$ cat src/rtl/dma_channel_scheduler.sv
// rtl/dma_channel_scheduler.sv - round-robin DMA channel scheduler feeding one shared transfer engine
module dma_channel_scheduler #(
    parameter int NCH     = 4,
    parameter int TIMEOUT = 65535,
    parameter int TW      = 16
) (
    input  logic              clk,
    input  logic              rst,
    input  logic [NCH-1:0]    req,
    input  logic [NCH*32-1:0] src_addr,
    input  logic [NCH*32-1:0] dest_addr,
    input  logic [NCH*32-1:0] count_addr,
    output logic [NCH-1:0]    done,
    output logic              eng_start,
    output logic              eng_abort,
    output logic [1:0]        eng_ch,
    output logic [31:0]       eng_src,
    output logic [31:0]       eng_dest,
    output logic [31:0]       eng_count,
    input  logic              eng_done,
    output logic              busy,
    output logic [NCH-1:0]    err,
    input  logic [NCH-1:0]    err_clr
);

    localparam logic [1:0] IDLE  = 2'd0;
    localparam logic [1:0] START = 2'd1;
    localparam logic [1:0] RUN   = 2'd2;
    localparam logic [1:0] DONE  = 2'd3;

    localparam logic [TW-1:0] WD_LAST = TW'(TIMEOUT - 1);
    localparam bit            WD_EN   = (TIMEOUT != 0);

    logic [1:0]     state_q, state_d;
    logic [1:0]     last_grant_q, last_grant_d;
    logic [TW-1:0]  wd_q, wd_d;
    logic [1:0]     eng_ch_q, eng_ch_d;
    logic [31:0]    eng_src_q, eng_src_d;
    logic [31:0]    eng_dest_q, eng_dest_d;
    logic [31:0]    eng_count_q, eng_count_d;
    logic           eng_start_q, eng_start_d;
    logic           eng_abort_q, eng_abort_d;
    logic [NCH-1:0] done_q, done_d;
    logic           busy_q, busy_d;
    logic [NCH-1:0] err_q, err_d;

    logic           win_vld;
    logic [1:0]     win_ch;
    logic [1:0]     cand;
    logic [NCH-1:0] err_set;
    logic [31:0]    win_count;

    // Search starts one past the last grant so every requester is served within NCH grants.
    always_comb begin
        win_vld = 1'b0;
        win_ch  = 2'd0;
        cand    = 2'd0;
        for (int i = 0; i < NCH; i++) begin
            cand = last_grant_q + 2'(i + 1);
            if (!win_vld && req[cand]) begin
                win_vld = 1'b1;
                win_ch  = cand;
            end
        end
    end

    assign win_count = count_addr[{win_ch, 5'd0} +: 32];

    always_comb begin
        state_d      = state_q;
        last_grant_d = last_grant_q;
        wd_d         = wd_q;
        eng_ch_d     = eng_ch_q;
        eng_src_d    = eng_src_q;
        eng_dest_d   = eng_dest_q;
        eng_count_d  = eng_count_q;
        eng_abort_d  = 1'b0;
        err_set      = '0;

        case (state_q)
            IDLE: begin
                if (win_vld) begin
                    eng_ch_d     = win_ch;
                    eng_src_d    = src_addr[{win_ch, 5'd0} +: 32];
                    eng_dest_d   = dest_addr[{win_ch, 5'd0} +: 32];
                    eng_count_d  = win_count;
                    last_grant_d = win_ch;
                    state_d      = (win_count == 32'd0) ? DONE : START;
                end
            end
            START: begin
                wd_d    = '0;
                state_d = eng_done ? DONE : RUN;
            end
            RUN: begin
                wd_d = wd_q + TW'(1);
                if (eng_done) begin
                    state_d = DONE;
                end else if (WD_EN && (wd_q == WD_LAST)) begin
                    eng_abort_d       = 1'b1;
                    err_set[eng_ch_q] = 1'b1;
                    state_d           = DONE;
                end
            end
            DONE: begin
                state_d = IDLE;
            end
            default: begin
                state_d = IDLE;
            end
        endcase

        // A timeout landing in the same cycle as a clear must survive.
        err_d       = (err_q & ~err_clr) | err_set;
        done_d      = (state_d == DONE) ? (NCH'(1) << eng_ch_d) : '0;
        eng_start_d = (state_d == START);
        busy_d      = (state_d != IDLE);
    end

    always_ff @(posedge clk) begin
        if (rst) begin
            state_q      <= IDLE;
            last_grant_q <= 2'd3;
            wd_q         <= '0;
            eng_ch_q     <= 2'd0;
            eng_src_q    <= 32'd0;
            eng_dest_q   <= 32'd0;
            eng_count_q  <= 32'd0;
            eng_start_q  <= 1'b0;
            eng_abort_q  <= 1'b0;
            done_q       <= '0;
            busy_q       <= 1'b0;
            err_q        <= '0;
        end else begin
            state_q      <= state_d;
            last_grant_q <= last_grant_d;
            wd_q         <= wd_d;
            eng_ch_q     <= eng_ch_d;
            eng_src_q    <= eng_src_d;
            eng_dest_q   <= eng_dest_d;
            eng_count_q  <= eng_count_d;
            eng_start_q  <= eng_start_d;
            eng_abort_q  <= eng_abort_d;
            done_q       <= done_d;
            busy_q       <= busy_d;
            err_q        <= err_d;
        end
    end

    assign done      = done_q;
    assign eng_start = eng_start_q;
    assign eng_abort = eng_abort_q;
    assign eng_ch    = eng_ch_q;
    assign eng_src   = eng_src_q;
    assign eng_dest  = eng_dest_q;
    assign eng_count = eng_count_q;
    assign busy      = busy_q;
    assign err       = err_q;

endmodule

$ cat config.mk
export PLATFORM = sky130hd
export DESIGN_NAME = dma_channel_scheduler
export DESIGN_NICKNAME = d
export VERILOG_FILES = /design/src/rtl/dma_channel_scheduler.sv
export SDC_FILE = /design/constraint.sdc
export NUM_CORES = 1
export LEC_CHECK = 0
export ABC_CLOCK_PERIOD_IN_PS = 4600
export CAP_MARGIN = 20
export CORE_AREA = 3 3 198 200
export CTS_BUF_LIST = sky130_fd_sc_hd__clkbuf_8 sky130_fd_sc_hd__clkbuf_16
export CTS_CLUSTER_DIAMETER = 100
export DETAILED_ROUTE_END_ITERATION = 8
export DIE_AREA = 0 0 201 203
export HOLD_SLACK_MARGIN = 0.15
export SYNTH_ARGS = -nofsm -noshare
export SYNTH_HDL_FRONTEND = slang
export SYNTH_SLANG_ARGS = --single-unit
export TNS_END_PERCENT = 5
$ cat constraint.sdc
create_clock -name clk -period 4.6 [get_ports clk]
set_clock_uncertainty 0.05 [all_clocks]
set_input_delay 1.15 -clock clk [delete_from_list [all_inputs] [get_ports clk]]
set_output_delay 1.15 -clock clk [all_outputs]
set_load 0.005 [all_outputs]
==> reports/summary.txt, run 1 <==
Top cells by area, synth = dfxtp_1 34%, nand2_1 21%, nand3_1 16%, a21oi_1 7.0%, mux4_2 5.0%
CP Launch Point = req[3]
Final Max Tran Viols = 0
Vias per cell = 4.61
Setup TNS = 0 ns
Row cnt = 71
Mapped Cells = 1166
Cells resized by post-CTS repair = 0
Final nets = 2014
Largest net degree at the start of global routing = 105
Die Area = 0.0408 sq mm
Synth Flop Type = dfxtp_1
Actual slew at the worst max-slew pin = 0.852 ns
Final hold violations = 0
Top-count cell post-synth = nand2_1
Post-CTS Setup Bufs = 0
Critical path required time = 4.89 ns
CTS buffer count = 17
LEAKAGE = 5.27 nW
Fmax = 246 MHz
Final core occ = 36.7%
GP Congestion = 0.889
PwrDens = 536 mW/mm^2
Flop2flop setup slack = 1.24 ns
CP endpoint kind = flip-flop
Crit-path leading delay family = simple AND/OR/NAND/NOR gates
Crit path DAT = 4.36 ns
Async S/R FF share, synth = 0%
DRC marker count from the first detailed-route iteration = 441
Post-synth EDFFs = 0
GRT Overall Usage = 18.7%
FILL cells = 4005
Routed Antenna Nets = 0
Gr ovfl total = 0
Post-synth cell types = 48
Slowest-stage cell, CP = mux4_2
IO buf count = 503
#FFs+latches synth = 129
Slew headroom = 43.2%
Die width = 201 um
Launch point of the worst reg-to-reg path = last_grant_q[0]$_SDFFE_PP1P_
Max_cap viols = 0
Critical Path Start Type = primary input
Final Setup Violations = 0
TritonCTS clock tree = built
Register area share after synthesis = 33.8%
RSZ-0062 raised after global routing = no
First-pass GRT wire length = 58.4 mm
Post-synth top area share = 33.8%
Peak supply drop = 0.254 mV
Crit path cell chain = clkdlybuf4s50_1 > and2b_1 > o21a_1 > nor3_4 > buf_12 > mux4_2 > nor4_1 > nand4_1 > o31a_1 > nor4bb_1
Synthesized area = 0.00764 sq mm
Crit Path Category = primary input to flip-flop
Period utilisation layout = 88.5%
Share of cells above drive strength 1 = 4.61%
Clk Latency, worst-skew pair = 0.43 ns
Crit Path Max Fanout = 19
Syn nets = 1567
Remaining DRCs = 0
Initial antenna violation count = 9
Root cell of the clock tree = clkbuf_16
Status = finished clean
Worst Path Buf+Inv = 2
IO Pins = 504
Final min period = 4.07 ns
WL/cell = 18.7 um
Detailed Route WL = 40.0 mm
Die Y = 203 um
CTS Buffer Depth = 2
CTS sink cnt = 129
Total vias in the final route = 9877
Cell accounting for the most synthesized area = dfxtp_1
Core ar. = 0.0376 sq mm
Warnings from Yosys = 0
H-tree levels = 4
Avg Cell Area, Syn = 6.55 sq um
Synth top cells by count = 437 x nand2_1, 244 x nand3_1, 129 x dfxtp_1
DPL Wire Length = 30.8 mm
Hold Crit Class = flip-flop to flip-flop
CP max stage delay = 0.53 ns
Hold path startpoint = eng_count[17]$_SDFFE_PP0P_
# hold bufs at CTS = 0
Area Growth Syn to Fin = 80.5%
TritonRoute pass-1 iters = 5
Clk slew on worst S/H paths = 0.07 ns
Initial Utilization = 20.3%
Number of global-route vias before repair = 9649
==> flip-flops by register name, indices dropped and copies added, names as in the netlist <==
register	cells
eng_dest	32
err	4
eng_start	1
wd_q	16
eng_count	32
eng_ch	2
last_grant_q	2
eng_src	32
busy	1
eng_abort	1
done	4
state_q	2
==> per-stage QoR <==
step	hold WS, ns	worst slack [ns]	total power, mW	cells	instance area, sq um
global route	0.426	0.395	7.96	2139	13800
CTS	0.404	0.516	7.52	2137	13800
detailed placement	0.396	0.0498	6.05	2105	13200
floorplan	0.403	1.05	3.99	1166	7640
global placement	0.391	0.117	6.01	2105	13200
finish	0.403	0.531	7.40	2141	13800
==> kinds of logic after synthesis <==
kind of cell / after synthesis / synth area share (%)
buffers and inverters: 98 / 5.18
adders and majority gates: 6 / 0.983
DFF: 129 / 33.8
and+or+nand+nor: 771 / 44.0
muxes: 20 / 5.41
xor gates and xnor gates: 11 / 1.26
AOI/OAI and AO/OA: 131 / 9.32
==> path summary, 6_finish.rpt <==
path | depth (start not counted) | end
min reg2reg | 2 | eng_count[17]$_SDFFE_PP0P_
min | 2 | eng_count[17]$_SDFFE_PP0P_
max | 10 | done[1]$_SDFF_PP0_
max reg2reg | 9 | done[1]$_SDFF_PP0_
==> worst reg2reg max path: stages (launching register included) <==
cell and delay [ns]:
dfxtp_1 0.40, and2b_1 0.27, o21a_1 0.25, nor3_4 0.25, buf_12 0.22, mux4_2 0.54
nor4_1 0.38, nand4_1 0.19, o31a_1 0.42, nor4bb_1 0.31
==> layer usage <==
layer	vias up	GRT usage, %	wire length [um]	share of wire [%]
met5	-	0	48	0.12
met4	10	7.40	1220	3.1
met3	57	6.14	3320	8.3
met2	432	32.6	19700	49
met1	4519	21.2	15700	39
li1	4859	-	-	-
==> cell usage in the layout, fill, tap and decap left out, types with 2 or more instances in the layout <==
cell             Yosys  layout
a211oi_1             2       2
a21oi_1            107     107
a31oi_1              3       3
buf_12               0       5
buf_4                1      14
bufinv_16            0       2
clkbuf_16            0      17
clkdlybuf4s50_1      0     502
clkinv_4             0       2
dfxtp_1            129     129
diode_2              0       4
ha_1                 6       6
inv_1                5       6
inv_6                0       8
mux2i_1              3       3
mux4_2              17      17
nand2_1            437     436
nand2b_1             7       7
nand3_1            244     244
nand3b_1             2       2
nand4_1              6       6
nor2_1              31      31
nor2b_1              3       3
nor3_1              10      10
nor4_1              12      12
nor4bb_1             2       2
o21ai_0              4       4
o21ai_1              2       2
or3_1                7       6
or4_1                3       3
xnor2_1              2       2
xor2_1               9       9
==> power breakdown <==
part	internal [mW]	total, mW	switching (mW)
Clock	0.815	1.42	0.604
Combinational	1.90	4.21	2.31
Sequential	1.54	1.77	0.229
==> final cells by class <==
cell class / instances / area (sq um) / area share, %
diodes: 4 / 10.0 / 0.0726
clock inverters: 15 / 170 / 1.23
multi-input cells: 939 / 4710 / 34.2
clock buffers: 17 / 425 / 3.09
inverters: 5 / 18.8 / 0.136
flip-flops and latches: 129 / 2580 / 18.7
well taps: 511 / 639 / 4.64
repair buffers: 521 / 5230 / 37.9
No activity file was read; power rests on OpenSTA's default activity.
==> run 2, diff against run 1 <==
- SKIP_LAST_GASP: unset -> 1
==> results of run 2 <==
The final DEF is identical to that of run 1; final timing and power are the same.
